File: src/rtl/gen_inmediato_pipe.sv
`default_nettype none
// ============================================================================
// gen_inmediato_pipe: RV immediate extractor feeding a DEPTH-entry output FIFO
// Revision: 1.0
// ============================================================================
module gen_inmediato_pipe #(
  parameter int XLEN  = 32,
  parameter int DEPTH = 2,
  parameter int TAG_W = 5
) (
  input  logic                       clk,
  input  logic                       rst_n,
  input  logic                       in_valid,
  output logic                       in_ready,
  input  logic [31:0]                instr,
  input  logic [2:0]                 imm_src,
  input  logic [TAG_W-1:0]           in_tag,
  output logic                       out_valid,
  input  logic                       out_ready,
  output logic [XLEN-1:0]            imm,
  output logic [TAG_W-1:0]           out_tag,
  output logic                       imm_err,
  output logic [$clog2(DEPTH):0]     count
);

  localparam int PTR_W = $clog2(DEPTH);
  localparam int CNT_W = PTR_W + 1;

  localparam logic [CNT_W-1:0] c_full  = CNT_W'(DEPTH);
  localparam logic [2:0]       c_fmt_i = 3'b000;
  localparam logic [2:0]       c_fmt_s = 3'b001;
  localparam logic [2:0]       c_fmt_b = 3'b010;
  localparam logic [2:0]       c_fmt_u = 3'b011;
  localparam logic [2:0]       c_fmt_j = 3'b100;
  localparam logic [2:0]       c_fmt_z = 3'b101;

  logic [31:0]      w_imm32;
  logic             w_err;
  logic [XLEN-1:0]  w_wdata;
  logic             w_push;
  logic             w_pop;
  logic             w_unused_opcode;

  logic [XLEN-1:0]  r_mem_imm [DEPTH];
  logic [TAG_W-1:0] r_mem_tag [DEPTH];
  logic             r_mem_err [DEPTH];
  logic [PTR_W-1:0] r_wr_ptr;
  logic [PTR_W-1:0] r_rd_ptr;
  logic [CNT_W-1:0] r_count;

  // The opcode field never contributes to any immediate.
  assign w_unused_opcode = ^instr[6:0];

  always_comb begin
    w_imm32 = '0;
    w_err   = 1'b0;
    case (imm_src)
      c_fmt_i: w_imm32 = {{20{instr[31]}}, instr[31:20]};
      c_fmt_s: w_imm32 = {{20{instr[31]}}, instr[31:25], instr[11:7]};
      c_fmt_b: w_imm32 = {{19{instr[31]}}, instr[31], instr[7], instr[30:25],
                          instr[11:8], 1'b0};
      c_fmt_u: w_imm32 = {instr[31:12], 12'b0};
      c_fmt_j: w_imm32 = {{11{instr[31]}}, instr[31], instr[19:12], instr[20],
                          instr[30:21], 1'b0};
      c_fmt_z: w_imm32 = {27'b0, instr[19:15]};
      default: w_err   = 1'b1;
    endcase
  end

  // Every 32-bit form is already sign-correct, so widening is a plain bit-31 extension.
  generate
    if (XLEN > 32) begin : g_ext_wide
      assign w_wdata = {{(XLEN-32){w_imm32[31]}}, w_imm32};
    end else begin : g_ext_narrow
      assign w_wdata = w_imm32;
    end
  endgenerate

  assign in_ready  = (r_count != c_full);
  assign out_valid = (r_count != '0);
  assign w_push    = in_valid && in_ready;
  assign w_pop     = out_valid && out_ready;

  always_ff @(posedge clk or negedge rst_n) begin
    if (!rst_n) begin
      r_wr_ptr <= '0;
      r_rd_ptr <= '0;
      r_count  <= '0;
      for (int k = 0; k < DEPTH; k++) begin
        r_mem_imm[k] <= '0;
        r_mem_tag[k] <= '0;
        r_mem_err[k] <= 1'b0;
      end
    end else begin
      if (w_push) begin
        r_mem_imm[r_wr_ptr] <= w_wdata;
        r_mem_tag[r_wr_ptr] <= in_tag;
        r_mem_err[r_wr_ptr] <= w_err;
        r_wr_ptr            <= r_wr_ptr + PTR_W'(1);
      end
      if (w_pop) begin
        r_rd_ptr <= r_rd_ptr + PTR_W'(1);
      end
      case ({w_push, w_pop})
        2'b10:   r_count <= r_count + CNT_W'(1);
        2'b01:   r_count <= r_count - CNT_W'(1);
        default: r_count <= r_count;
      endcase
    end
  end

  assign imm     = r_mem_imm[r_rd_ptr];
  assign out_tag = r_mem_tag[r_rd_ptr];
  assign imm_err = r_mem_err[r_rd_ptr];
  assign count   = r_count;

endmodule
`default_nettype wire

File: config.mk
export PLATFORM = sky130hd
export DESIGN_NAME = gen_inmediato_pipe
export DESIGN_NICKNAME = d
export VERILOG_FILES = /design/src/rtl/gen_inmediato_pipe.sv
export SDC_FILE = /design/constraint.sdc
export NUM_CORES = 1
export LEC_CHECK = 0
export CORE_MARGIN = 2
export CORE_UTILIZATION = 46
export DETAILED_ROUTE_END_ITERATION = 8
export HOLD_SLACK_MARGIN = 0.03
export PLACE_DENSITY = 0.77
export SYNTH_ARGS = -nofsm -noshare
export SYNTH_HDL_FRONTEND = slang
export SYNTH_SLANG_ARGS = --single-unit
export TNS_END_PERCENT = 50
File: constraint.sdc
create_clock -name clk -period 1.5 [get_ports clk]
set_input_delay 0.3 -clock clk [delete_from_list [all_inputs] [get_ports clk]]
set_output_delay 0.3 -clock clk [all_outputs]
set_load 0.1 [all_outputs]
==> key figures, run 1 <==
Logic synthesis
  – Commonest cells post-synth: dfrtp_1 (80), nand2_1 (65), mux2_2 (49)
  – Ys flop type: dfrtp_1
  – Register bit total from synthesis: 80
  – Mapped Area: 0.00384 mm2
  – EDFF count, synth: 0
  – Area share of the largest cell type after synthesis: 0.521
  – Async SR Flop Fraction: 1.00
  – Synthesized instance count: 364
  – Sequential fraction of the synthesis area: 0.521
  – Synth unique cells: 36
  – Ys Warns: 0
  – Synthesized area per cell: 10.6 um2
  – Post-Syn Nets: 409
  – Count leader, synth: dfrtp_1
  – Synth area leader: dfrtp_1
  – Ranking of synthesized cells by area: dfrtp_1 (52%), mux2_2 (14%), nand2_1 (6.3%)

Drt
  – DR vias/cell: 5.64
  – DR WL/cell: 17.9 um
  – Antenna-violating nets left: 0
  – Iteration count of the initial detailed-routing pass: 4
  – DRC Markers: 0
  – Total Routed Length: 10600 um
  – Total number of vias: 3336
  – Iter 0 DRT Violations: 209

Flow run
  – Max-cap viol count: 0

Floorplan
  – I/O pin total: 86
  – Die Ht: 95.4 um
  – Die outline area: 0.00910 mm2
  – Core area: 0.00818 mm2
  – Die extent in x: 95.4 um
  – Site Rows: 33
  – Initial core utilization: 0.470

STA
  – Hold Vio Cnt, Final: 0
  – Unrepaired setup endpoints after global routing: yes
  – Worst rel slew slack: 0.707
  – Setup ws final: -0.340 ns
  – Fmax: 544 MHz
  – Tmin final: 1.84 ns
  – Setup violators final: 55
  – Setup Skew: 0.00856 ns
  – Max-slew violation count: 0
  – Worst Max-Slew Pin Slew: 0.437 ns
  – Crit share post-route: 1.23

Place
  – Hpwl dp: 7230 um
  – Number of port buffers: 78
  – Routability congestion estimate: 0.924
  – Placement Cell Area: 0.00553 mm2

Critical path
  – CP max-delay cell: dfrtp_2
  – Startpoint types: register
  – Crit path DAT: 1.54 ns
  – Worst reg2reg path startpoint: count[0]
  – Critical Path Most Common Cell: buf_12
  – CP Cell Sequence: buf_12 > mux2_2 > buf_12
  – R2R setup slack: -0.12 ns
  – Critical path endpoint category: output pin
  – Critical path class: register to output pin
  – CP peak stage delay: 0.43 ns
  – Reg2Reg Depth: 7
  – Reg2reg end: count[1]
  – Worst-path fanout max: 19
  – Worst EP required: 1.20 ns

Cells and area
  – Share of cells above drive strength 1: 0.422
  – Number of diodes: 0
  – Post-route cell area: 0.00603 mm2
  – Synthesis-to-finish area growth: 56.9%
  – Nets: 527

Global route
  – Vias in the first global route: 3397
  – Initial antenna violation count: 0
  – Largest net degree at the start of global routing: 30
  – GR Overflow Total: 0
  – Total global-route track usage: 0.240
  – First-pass GRT wire length: 16600 um

Clock tree
  – CTS Buffer Depth: 2
  – CTS buffer count: 9
  – H-tree Lvls: 3
  – Clk sinks: 80
  – Root Buffer: clkbuf_8
  – Clk slew on worst S/H paths: 0.09 ns
  – Clock Latency Late Sink: 0.35 ns
  – CTS tree: done

Status
  – Outcome: complete, but fails checks
  – Failing checks: setup timing

Hold path
  – Min-Delay Path Class: primary input to async pin
==> routing by layer <==
| layer | vias to the layer above | track usage | part of all wire |
|---|---|---|---|
| met5 | - | 0 | 0 |
| met4 | 0 | 0.110 | 0.021 |
| met3 | 21 | 0.0387 | 0.060 |
| met2 | 126 | 0.404 | 0.51 |
| met1 | 1663 | 0.303 | 0.41 |
| li1 | 1526 | - | - |
==> cells in the final DEF (no fill, tap or decap), types with 2 or more instances in the layout <==
master           synthesis  final
clkdlybuf4s50_1          0     33
a21o_4                   0      3
clkbuf_8                 0     10
buf_4                    3     35
a221oi_2                 0      4
buf_12                   0     50
mux2_4                   0     19
inv_1                    3      3
a31oi_1                  8      8
mux2_2                  49     30
xor2_1                   2      2
nor2b_1                  3      2
o21ai_1                 12     48
nand3b_4                 0      2
a22o_1                  10     10
dlymetal6s2s_1           0      2
a21oi_2                  0      9
nand2_1                 65     61
clkinvlp_4               0      2
o21ai_0                 45      4
o21ai_2                  1      5
a21oi_1                 22     13
o21a_1                   5      5
dfrtp_1                 80     77
nor3b_2                  0      4
xnor2_1                  3      2
nor2_1                   4      4
buf_6                    4     11
dfrtp_4                  0      2
nand2_2                  0      4
clkinv_2                 0      2
==> flip-flops by register name (all words and copies together) (netlist names) <==
register / count
r_mem_tag: 10
r_mem_err: 2
r_wr_ptr: 1
r_rd_ptr: 1
r_mem_imm: 64
count: 2
==> critical path, delay by kind of cell, from the launching register on <==
kind,cells,cell delay (ns)
flip-flops,1,0.43
multiplexers,1,0.40
buffers and inverters,2,0.36
==> metrics by stage <==
stage | std cells | utilization | setup TNS (ns) | setup slack, ns | hold slack (ns)
detailed placement | 567 | 0.677 | -23.83 | -0.438 | 0.241
floorplan | 364 | - | -20.09 | -0.344 | 0.00441
finish | 591 | 0.738 | -12.37 | -0.340 | 0.389
global placement | 567 | 0.677 | -21.84 | -0.373 | 0.232
global route | 591 | 0.738 | -15.59 | -0.385 | 0.427
CTS | 583 | 0.708 | -12.13 | -0.351 | 0.396
==> layout make-up <==
cell class / count / area [um2]
multi-input combinational: 256 / 1950
timing repair buffer: 132 / 1750
fill: 538 / 2140
clock inverter: 5 / 33.8
tap: 105 / 131
sequential: 80 / 2010
inverter: 3 / 11.3
clock buffer: 10 / 138
==> how the worst max path moves through the flow <==
stage          startpoint             to  slack [ns]  cells past startpoint
6_report         r_rd_ptr        imm[27]       -0.34                      3
3_3_place_gp   imm_src[1]  r_mem_imm[34]       -0.37                      6
5_1_grt          r_rd_ptr        imm[27]       -0.39                      3
4_1_cts          r_rd_ptr        imm[27]       -0.35                      3
3_5_place_dp   imm_src[0]  r_mem_imm[14]       -0.44                      5
2_1_floorplan    count[1]       count[1]       -0.34                      6
==> timing repair <==
action                                 in CTS  in global routing
gates resized for setup                    19                 54
endpoints found under the hold margin      24                  0
setup endpoints to repair                  62                 88
hold buffers                                1                  0
buffers inserted                            0                  6
pin swaps                                   2                  5
gates cloned                                0                  2
==> cell families (layout without fill, tap and decap cells) <==
group | after synthesis | after routing | synth area share
buffers and inverters | 30 | 150 | 0.0443
xor gates and xnor gates | 5 | 5 | 0.0114
adders and majority gates | 1 | 1 | 0.00325
DFF | 80 | 80 | 0.521
and+or+nand+nor | 87 | 88 | 0.106
muxes | 50 | 50 | 0.146
AOI/OAI and AO/OA | 111 | 112 | 0.168
Power of run 1 is not shown: default switching activity piles up to over one toggle a cycle in this logic, so the estimate is an artifact.
==> inputs of run 2 (changes only) <==
GPL_TIMING_DRIVEN = 0   (was default)
==> key figures, run 2 (synthesized netlist as in run 1, its figures left out) <==
Drt
  – DR vias/cell: 5.68
  – Iter 0 DRT Violations: 198
  – DRC Markers: 0
  – Total number of vias: 3259
  – Iteration count of the initial detailed-routing pass: 6
  – Met3 WL post-DR: 575 um
  – Antenna-violating nets left: 0
  – Top sig layer: met4
  – Metal2 WL: 5280 um
  – Total Routed Length: 10700 um
  – M1 wire length: 4590 um
  – DR WL/cell: 18.7 um

STA
  – Worst rel slew slack: 0.719
  – Tmin final: 1.89 ns
  – Fin Setup TNS: -14.66 ns
  – Fmax: 530 MHz
  – Crit share post-route: 1.26
  – Setup ws final: -0.387 ns
  – Setup Skew: 0.00895 ns
  – Max-slew violation count: 0
  – Setup violators final: 73
  – Worst Max-Slew Pin Slew: 0.421 ns
  – Unrepaired setup endpoints after global routing: yes
  – Hold Vio Cnt, Final: 0

Global route
  – Initial antenna violation count: 0
  – Total global-route track usage: 0.242
  – GR Overflow Total: 0
  – Largest net degree at the start of global routing: 55
  – Vias in the first global route: 3375
  – First-pass GRT wire length: 16600 um

Critical path
  – Crit path DAT: 1.59 ns
  – Startpoint types: register
  – Largest delay share family, worst path: flip-flops
  – Critical path class: register to output pin
  – Worst-path fanout max: 10
  – Worst EP required: 1.20 ns
  – CP peak stage delay: 0.48 ns
  – CP max-delay cell: dfrtp_2
  – CP bufs+invs: 2
  – CP Cell Sequence: buf_8 > mux2_2 > buf_6
  – Critical path endpoint category: output pin

Clock tree
  – H-tree Lvls: 3
  – Clk sinks: 80
  – CTS Buffer Depth: 2
  – Root Buffer: clkbuf_8
  – Clk slew on worst S/H paths: 0.09 ns
  – CTS tree: done
  – CTS buffer count: 9
  – Clock Latency Late Sink: 0.36 ns

Cells and area
  – Register area: 0.00201 mm2
  – Post-route cell area: 0.00567 mm2
  – Top Registers: r_mem_imm (64), r_mem_tag (10)
  – Number of flip-flops in the largest register: 64
  – Multi-input logic area: 0.00192 mm2
  – Most frequent cells in the layout: dfrtp_1 (77), nand2_1 (57), buf_6 (33)
  – Commonest non-fill, non-tap cell in the layout: dfrtp_1
  – Nets: 509
  – Synthesis-to-finish area growth: 47.6%
  – Largest Register: r_mem_imm
  – FILL cells: 583
  – Non-Filler Instances: 574
  – Number of diodes: 0
  – Share of cells above drive strength 1: 0.403

Hold path
  – Min-Delay Path Class: primary input to async pin

Place
  – Placement Cell Area: 0.00490 mm2
  – Cells after DPL: 547
  – Number of port buffers: 77
  – Hpwl dp: 7070 um
  – Routability congestion estimate: 0.840

Status
  – Outcome: complete, but fails checks
  – Failing checks: setup timing

Flow run
  – Max-cap viol count: 0

Floorplan
  – Die outline area: 0.00910 mm2
  – Initial core utilization: 0.470
  – Die extent in x: 95.4 um
  – Site Rows: 33
  – Die Ht: 95.4 um
  – I/O pin total: 86
  – Core area: 0.00818 mm2
run 2: changes by cell type in the layout (fill, tap and decap cells not counted), sizes merged:
cell,before,now
inv,3,4
clkbuf,10,17
a21o,4,3
clkdlybuf4s15,0,1
dlymetal6s2s,2,0
nand3b,2,1
dlygate4sd2,0,1
clkdlybuf4s50,33,32
buf,96,73
bufinv,0,1
run 2: metrics by stage:
| step | hold slack (ns) | util | setup slack, ns |
|---|---|---|---|
| global placement | 0.456 | 0.596 | -3.01 |
| detailed placement | 0.243 | 0.599 | -1.23 |
| CTS | 0.359 | 0.665 | -0.402 |
| global route | 0.428 | 0.694 | -0.441 |
| floorplan | 0.00441 | - | -0.344 |
| finish | 0.394 | 0.694 | -0.387 |
run 2: cell type report:
class | instances | share of cell area
flip-flops and latches | 80 | 0.354
multi-input cells | 254 | 0.338
repair buffers | 89 | 0.194
plain buffers | 27 | 0.0525
well taps | 105 | 0.0232
clock buffers | 9 | 0.0218
clock inverters | 7 | 0.0141
inverters | 3 | 0.00198
run 2: worst paths after layout:
path / start / endpoint / slack [ns] / cells after the start
max in group asynchronous: rst_n / count[0] / 0.52 / 3
max reg2reg: count[1] / count[1] / -0.08 / 6
max: r_rd_ptr / imm[11] / -0.39 / 3
min reg2reg: r_mem_imm[8] / r_mem_imm[8] / 0.48 / 2
min in group clk: imm_src[0] / r_mem_imm[63] / 0.40 / 4
min: rst_n / r_mem_imm[33] / 0.39 / 2
run 2: layer usage:
metal | vias to the layer above | GRT usage
li1 | 1491 | -
met5 | - | 0
met4 | 0 | 0.118
met1 | 1613 | 0.330
met3 | 25 | 0.0364
met2 | 130 | 0.379
run 2: timing repair:
item | in CTS | in global routing
pin swaps | 2 | 11
hold buffers | 1 | 0
setup endpoints to repair | 99 | 92
hold endpoints to repair | 26 | 0
buffers inserted | 4 | 3
gates resized for setup | 358 | 49
gates cloned | 1 | 2
Power of run 2 is left out for the same reason.
==> inputs of run 3 (changes only) <==
SLEW_MARGIN = 20   (was default)
==> results of run 3 <==
The final DEF is identical to that of run 2; final timing and power are the same.
Power of run 3 is left out for the same reason.
